==> src/rtl/pc_fetch_ctrl.sv <==
// Fetch-stage PC controller: request handshake, stall hold,
// redirect capture and misaligned-target trap.
module pc_fetch_ctrl #(
  parameter logic [31:0] RESET_PC         = 32'h0000_3000,
  parameter int unsigned ADDR_ALIGN_CHECK = 1
) (
  input  logic        clk,
  input  logic        rst,
  output logic [31:0] PC,
  input  logic [31:0] PCPlus4,
  output logic        IReq,
  input  logic        IAck,
  input  logic        Stall,
  input  logic        Redirect,
  input  logic [31:0] RedirectTarget,
  output logic        FetchValid,
  output logic [31:0] FetchPC,
  output logic        AlignErr
);

  typedef enum logic [1:0] {
    S_BOOT,
    S_FETCH,
    S_HOLD,
    S_ERR
  } state_t;

  state_t      r_state;
  logic [31:0] r_pc;
  logic        r_pend;
  logic [31:0] r_tgt;
  logic        r_errp;
  logic        r_fv;
  logic [31:0] r_fpc;
  logic        r_aerr;

  state_t      w_state_n;
  logic [31:0] w_pc_n;
  logic        w_pend_n;
  logic [31:0] w_tgt_n;
  logic        w_errp_n;
  logic        w_fv_n;
  logic [31:0] w_fpc_n;
  logic        w_aerr_n;
  logic        w_mis;
  logic        w_rd;

  assign w_mis = Redirect && (ADDR_ALIGN_CHECK != 0)
              && (RedirectTarget[1:0] != 2'b00);
  assign w_rd  = Redirect && !w_mis;

  always_comb begin
    w_state_n = r_state;
    w_pc_n    = r_pc;
    w_pend_n  = r_pend;
    w_tgt_n   = r_tgt;
    w_errp_n  = r_errp;
    w_fv_n    = 1'b0;
    w_fpc_n   = r_fpc;
    w_aerr_n  = r_aerr | w_mis;
    unique case (r_state)
      S_BOOT: begin
        w_state_n = S_FETCH;
        if (w_mis)     w_state_n = S_ERR;
        else if (w_rd) w_pc_n    = RedirectTarget;
      end
      S_FETCH: begin
        // errp remembers a trapped target until the request is accepted
        if (w_mis) begin
          w_pend_n = 1'b0;
          w_errp_n = 1'b1;
        end else if (w_rd) begin
          w_pend_n = 1'b1;
          w_tgt_n  = RedirectTarget;
        end
        if (IAck) begin
          w_pend_n = 1'b0;
          w_errp_n = 1'b0;
          if (w_mis || r_errp) begin
            w_state_n = S_ERR;
          end else begin
            w_state_n = Stall ? S_HOLD : S_FETCH;
            if (w_rd) begin
              w_pc_n = RedirectTarget;
            end else if (r_pend) begin
              w_pc_n = r_tgt;
            end else begin
              w_pc_n  = PCPlus4;
              w_fv_n  = 1'b1;
              w_fpc_n = r_pc;
            end
          end
        end
      end
      S_HOLD: begin
        if (w_mis) begin
          w_state_n = S_ERR;
        end else begin
          if (w_rd)   w_pc_n    = RedirectTarget;
          if (!Stall) w_state_n = S_FETCH;
        end
      end
      S_ERR: begin
        w_state_n = S_ERR;
      end
      default: w_state_n = S_ERR;
    endcase
  end

  always_ff @(posedge clk) begin
    if (rst) begin
      r_state <= S_BOOT;
      r_pc    <= RESET_PC;
      r_pend  <= 1'b0;
      r_tgt   <= 32'd0;
      r_errp  <= 1'b0;
      r_fv    <= 1'b0;
      r_fpc   <= 32'd0;
      r_aerr  <= 1'b0;
    end else begin
      r_state <= w_state_n;
      r_pc    <= w_pc_n;
      r_pend  <= w_pend_n;
      r_tgt   <= w_tgt_n;
      r_errp  <= w_errp_n;
      r_fv    <= w_fv_n;
      r_fpc   <= w_fpc_n;
      r_aerr  <= w_aerr_n;
    end
  end

  assign PC         = r_pc;
  assign IReq       = (r_state == S_FETCH);
  assign FetchValid = r_fv;
  assign FetchPC    = r_fpc;
  assign AlignErr   = r_aerr;

endmodule

==> config.mk <==
export PLATFORM = sky130hd
export DESIGN_NAME = pc_fetch_ctrl
export DESIGN_NICKNAME = d
export VERILOG_FILES = /design/src/rtl/pc_fetch_ctrl.sv
export SDC_FILE = /design/constraint.sdc
export NUM_CORES = 1
export LEC_CHECK = 0
export CAP_MARGIN = 20
export CORE_MARGIN = 2
export CORE_UTILIZATION = 30
export CTS_CLUSTER_DIAMETER = 100
export DETAILED_ROUTE_END_ITERATION = 8
export MAX_ROUTING_LAYER = met4
export SYNTH_ARGS = -nofsm -noshare
export SYNTH_HDL_FRONTEND = slang
export SYNTH_SLANG_ARGS = --single-unit
export TNS_END_PERCENT = 10
==> constraint.sdc <==
create_clock -name clk -period 1.7 [get_ports clk]
set_clock_uncertainty 0.15 [all_clocks]
set_input_delay 0.17 -clock clk [delete_from_list [all_inputs] [get_ports clk]]
set_output_delay 0.17 -clock clk [all_outputs]
set_load 0.02 [all_outputs]
==> impl_metrics.env <==
export IMPL_status="finished clean"
export IMPL_crit_chain="clkdlybuf4s50_1 -> or3b_1 -> nand2_2 -> buf_12 -> mux2i_1 -> o2bb2ai_2"
export IMPL_power_density_nw_per_um2=864.7
export IMPL_synth_avg_cell_area_um2=9.285
export IMPL_ant_nets=0
export IMPL_grt_antenna_before_repair=0
export IMPL_synth_ff_type="dfxtp_1"
export IMPL_n_antenna_cell=0
export IMPL_area_delta_synth_final_pct=47.76
export IMPL_totalWireLength_mm=12.39
export IMPL_track_usage_pct=17.14
export IMPL_hold_violations=0
export IMPL_slew_headroom_pct=74.10
export IMPL_post_cts_buffers=0
export IMPL_layout_drive_gt1_share_pct=16.25
export IMPL_whs_path_depth=3
export IMPL_worstSetupPathType="input port to register"
export IMPL_postLayoutSetupSlackWorst_ps=10.28
export IMPL_layout_common_cells="127 x nand2_1, 106 x clkdlybuf4s50_1, 100 x dfxtp_1"
export IMPL_hold_ws_ps=166.8
export IMPL_clock_sinks=102
export IMPL_top_level_ports=136
export IMPL_path_delay_family="buffers and inverters"
export IMPL_start_util_pct=30.72
export IMPL_seq_area_frac_synth_pct=47.71
export IMPL_numCtsBuffers=9
export IMPL_grt_max_degree=34
export IMPL_cp_start_kind="input port"
export IMPL_grt_pass1_vias=3782
export IMPL_synth_edf_count=0
export IMPL_fin_nets=667
export IMPL_critical_path_buf_inv_count=2
export IMPL_cts_tree="built"
export IMPL_ys_ff_latch=102
export IMPL_final_common_cell="nand2_1"
export IMPL_setup_viol=0
export IMPL_drt_iter0_drc=198
export IMPL_die_x_um=123.5
export IMPL_vias=3766
export IMPL_cts_max_level=3
export IMPL_insertion_delay_ps=350
export IMPL_drv_slew=0
export IMPL_reg2reg_depth=6
export IMPL_grt_pass1_wl_mm=19.33
export IMPL_rsz0062_at_grt="yes"
export IMPL_io_buffers=135
export IMPL_path_clk_slew_ps=70
export IMPL_drcViolationCount=0
export IMPL_core_area_um2=13930
export IMPL_fin_util_pct=45.39
export IMPL_postSynth_asyncResetShare_pct=0
export IMPL_crit_arrival_ps=1780
export IMPL_ys_warn_count=0
export IMPL_rows=43
export IMPL_power_mw=5.469
export IMPL_dp_worst_setup_slack_ps=-339.3
export IMPL_cts_root_buf="clkbuf_16"
export IMPL_die_area_um2=15240
export IMPL_hold_path_class="input port to register"
export IMPL_fmax_mhz=591.8
export IMPL_clock_path_buffers=2
export IMPL_fillers=1336
export IMPL_overflow=0
export IMPL_synthesis_area_um2=4280
export IMPL_post_route_min_period_ps=1690
export IMPL_critPathMaxStageDelay_ps=520
export IMPL_synth_fp_nets=530
export IMPL_tightest_slew_ps=388.5
export IMPL_gp_routability_congestion=0.7743
export IMPL_worstPathMaxFanout=17
export IMPL_ys_types=33
export IMPL_post_route_period_util_pct=99.40
export IMPL_path_depth=6
export IMPL_cp_slowest_cell="clkdlybuf4s50_1"
export IMPL_drv_cap=0
export IMPL_hpwl_mm=8.808
export IMPL_dr_pass1_iters=4
export IMPL_die_h_um=123.5
export IMPL_irDropWorstVdd_uv=425.7
export IMPL_power_leakage_nw=2.583
export IMPL_netlist_instances=461
export IMPL_wl_per_cell_um=15.82
export IMPL_worstPathRequired_ps=1790
export IMPL_endpoint_kind="register"
export IMPL_post_drt_via_cell_ratio=4.810
## final timing paths
check | startpoint | endpoint | slack, ps
worst max-delay path | Redirect | PC[21] | 10
worst min-delay path | rst | FetchValid | 170
worst min register to register | r_tgt[27] | r_tgt[27] | 300
worst max register to register | r_state[0] | PC[7] | 30
## through the flow
step	setup TNS, ps	cell area (um^2)	cells
floorplan	0	4282	461
global placement	-13040	5966	767
CTS	0	6261	783
global route	-294.5	6325	783
detailed placement	-13980	5966	767
finish	0	6325	783
## synthesized netlist by cell type, types with 2 or more instances
cell	n	share of area [%]
a211oi_1	3	0.53
a21oi_1	69	8.1
buf_2	7	0.82
buf_4	5	0.88
buf_6	8	2.1
clkbuf_1	17	1.5
dfxtp_1	102	48
inv_1	2	0.18
mux2_2	28	7.4
mux2i_1	30	7.0
nand2_1	127	11
nor2_1	5	0.44
nor2b_1	4	0.58
nor3b_1	2	0.35
o21ai_0	5	0.58
o2bb2ai_1	17	3.5
o2bb2ai_2	11	3.9
o31ai_1	2	0.35
or3_1	3	0.44
## cell type report
type / instances / area (um^2) / share of cell area, %
sequential: 102 / 2044 / 32.32
clock inverter: 6 / 55.05 / 0.8704
tap: 180 / 225.2 / 3.561
multi-input combinational: 319 / 2043 / 32.30
clock buffer: 10 / 239.0 / 3.778
timing repair buffer: 164 / 1710 / 27.04
inverter: 2 / 7.507 / 0.1187
## sequential cells by signal (all words and copies together), names as in the netlist
| register | flops |
|---|---|
| FetchPC | 32 |
| PC | 32 |
| r_tgt | 32 |
| r_state | 2 |
| AlignErr | 1 |
| FetchValid | 1 |
| r_errp | 1 |
| r_pend | 1 |
## repair_timing
item,4_1_cts,5_1_grt
gates resized for setup,14,23
hold buffers,0,0
pin swaps,1,0
endpoints found under the setup margin,40,37
## worst reg2reg max path: stages, from the launching register on
cell and delay (ps):
dfxtp_2 360, buf_4 150, nand2b_1 150, a21o_4 230, or2_4 250, buf_12 170
o2bb2ai_1 150
## cell families after synthesis
| kind of cell | share of synthesized area [%] |
|---|---|
| muxes | 14.38 |
| and+or+nand+nor | 14.62 |
| AOI/OAI and AO/OA | 17.74 |
| buffers and inverters | 5.554 |
| DFF | 47.71 |
## power by group
part / switching, mW / internal (mW)
clock: 0.982 / 1.06
combinational: 0.415 / 0.464
sequential: 0.0729 / 2.48
## routing by layer
layer | vias to the layer above | wire, um | track usage [%]
met1 | 1796 | 5624 | 21.01
met4 | 0 | 173 | 5.043
met3 | 10 | 566 | 3.598
met2 | 100 | 6025 | 28.40
met5 | - | 0 | -
li1 | 1860 | - | -
Power figures use the tool's default switching activity.
==> RTL edit, RTL diff (config.mk and constraints unchanged) <==
Reset style: asynchronous (`rst`), changed in one clocked block.
--- a/src/rtl/pc_fetch_ctrl.sv
+++ b/src/rtl/pc_fetch_ctrl.sv
@@ -107,7 +107,7 @@
     endcase
   end
 
-  always_ff @(posedge clk) begin
+  always_ff @(posedge clk or posedge rst) begin
     if (rst) begin
       r_state <= S_BOOT;
       r_pc    <= RESET_PC;
Check against the original RTL: differs if rst is asserted again (counterexample within 4 cycles, from zero or initial values and one cycle with rst high); with rst held inactive, the same outputs for 4 cycles.
==> RTL edit against the unedited design <==
  * Sequential cell count is the same
  * Synthesized area is 6.8% higher
  * Register-to-register slack improved by 0.03 ns
  * Wire length down 7.7%
  * Cell count is 13% lower
  * Hold slack lost 0.044 ns
  * Setup slack better by 0.042 ns
  * Cell area is 5.9% higher
  * Largest cell class unchanged
Power is not compared: it rests on default switching activity, and its combinational part moved more than twofold at a synthesized area within 25%.
==> RTL edit: results (changes against the unedited design) <==
* Result of the run: finished, final reports clean
- CP Max Fanout: 3 (-14)
- Met2 Routed Length: 5.98 mm (-0.70%)
* Most numerous cell types in the synthesized netlist: sky130_fd_sc_hd__dfrtp_1, sky130_fd_sc_hd__mux2_2, sky130_fd_sc_hd__mux2i_1
- DRC Markers: 0 (unchanged)
- The number of cells in the design after placement was 665 (-13%).
- The wire length of the first global-routing pass was 18.2 mm (-6.1%).
- The count of port buffers added during placement is 135 (unchanged).
- Global Route met1 Usage: 17.7% (-3.3 points)
- Count of H-tree levels built during CTS: 3 (unchanged)
- Post-synthesis share of cell area spent on xor and xnor gates: 0% (unchanged)
* Count of buffers added by post-CTS timing repair for setup: 0 (unchanged)
- On the critical path, the stage with the largest delay is an instance of sky130_fd_sc_hd__clkdlybuf4s50_1.
- Overall power consumption after layout is estimated at 0.00796 W.
- Total GRT Usage: 14.8% (-2.3 points)
- Portion of netlist area occupied by mux cells: 30.8% (+16 points)
- The post-synthesis sequential area ratio is 55.9% (+8.2 points).
* Share of synthesized flip-flops with an asynchronous set or reset: 100% (+100 points)
* Total number of yosys warnings: 0 (unchanged)
- The length of the first detailed-routing pass in iterations was 4 (unchanged).
- The global-route met2 utilization came to 25.1% (-3.3 points).
* M1 wire length: 4.82 mm (-14%)
- Dpl hpwl: 8.42 mm (-4.4%)
* Worst path arrival time: 1.33 ns (-0.45 ns)
- Total wire length: 11.4 mm (-7.7%)
* Clock group total power: 0.00218 W
- Sorting the synthesized cells by area gives the leading types as sky130_fd_sc_hd__dfrtp_1, sky130_fd_sc_hd__mux2_2, sky130_fd_sc_hd__mux2i_1.
* Min-Delay Path Class: in2async
- Die outline area: 16200 um^2 (+6.6%)
- The met3 routing resource usage after global routing came to 4.23% (+0.63 points).
- Reported net switching power: 0.00240 W
* Cell accounting for the most synthesized area: sky130_fd_sc_hd__dfrtp_1
- The delay of the slowest cell on the worst path came to 0.61 ns (+0.09 ns).
- Number of antenna cells inserted: 0 (unchanged)
- The instance count of the mapped netlist came to 340 (-26%).
- The instance area at placement was 6320 um^2 (+5.9%).
- The number of vias per cell is 4.60 (-4.3%).
- IR analysis of the VDD net gives a maximum drop of 0.692 mV.
* Share of cells above drive strength 1: 25.6% (+9.3 points)
- The number of nets in the synthesized netlist was 409 (-23%).
* Pin count of the biggest net entering global routing: 51 (+50%)
- Static leakage: 3.27 nW
* First-iteration detailed-routing DRC count: 146 (-26%)
- Post-synthesis compound-gate area fraction: 5.34% (-12 points)
* Buffer depth of the longest clock path: 2 (unchanged)
- The initial antenna violation count came to 0 (unchanged).
- The pin slew with the least headroom to its limit was 0.312 ns (-0.0760 ns).
- The per-cell routed wire length is 16.8 um (+6.2%).
- The fill cell instance count of the final layout is 1367 (+2.3%).
- The via count of the first global-routing pass came to 3380 (-11%).
- Setup slack after placement: -0.257 ns (+0.0823 ns)
* Last weighted congestion value of the routability-driven placer: 0.770 (-0.54%)
* Metal3 WL: 511 um (-9.7%)
* Clock-pin slew on the worst setup and hold paths: 0.07 ns (about the same)
* Fin nets: 557 (-16%)
- The unique cell type count in the Yosys netlist was 30 (-9.1%).
RTL edit: changes by cell type after synthesis, moves of 17 or more:
cell                        unedited run  this run
sky130_fd_sc_hd__a21oi_1              69         3
sky130_fd_sc_hd__dfrtp_1               0       100
sky130_fd_sc_hd__nand2_1             127        31
sky130_fd_sc_hd__o2bb2ai_1            17         0
sky130_fd_sc_hd__dfxtp_1             102         0
sky130_fd_sc_hd__mux2_2               28        67
sky130_fd_sc_hd__mux2_1                0        19
sky130_fd_sc_hd__o21ai_1               0        31
RTL edit: final cells by class:
| cell class | count | area (um^2) | area share [%] |
|---|---|---|---|
| timing repair buffer | 158 | 1690 | 25.2 |
| clock inverter | 3 | 40.0 | 0.598 |
| inverter | 6 | 26.3 | 0.392 |
| tap | 188 | 235 | 3.51 |
| sequential | 102 | 2560 | 38.2 |
| clock buffer | 13 | 280 | 4.19 |
| multi-input combinational | 211 | 1870 | 28.0 |
RTL edit: cells by family (layout without fill, tap and decap cells):
group | after synthesis | count (layout)
AOI/OAI and AO/OA | 43 | 43
buffers and inverters | 27 | 180
DFF | 102 | 102
muxes | 126 | 126
and+or+nand+nor | 42 | 42
RTL edit: path summary, 6_finish.rpt:
check	startpoint	end	slack, ns	cells after the start
setup / recovery	PC[6]	PC[6]	0.05	1
max in group asynchronous	rst	PC[12]	0.98	3
setup reg to reg	r_state[1]	FetchPC[26]	0.06	4
min in group clk	Stall	r_state[0]	0.30	2
hold / removal	rst	r_tgt[11]	0.12	3
hold reg to reg	PC[13]	PC[13]	0.33	2
RTL edit: repair_timing:
action                     in CTS  in global routing
hold endpoints to repair        0                  0
resized for setup              12                 23
setup endpoints to repair       9                 38
pin swaps                       0                  1
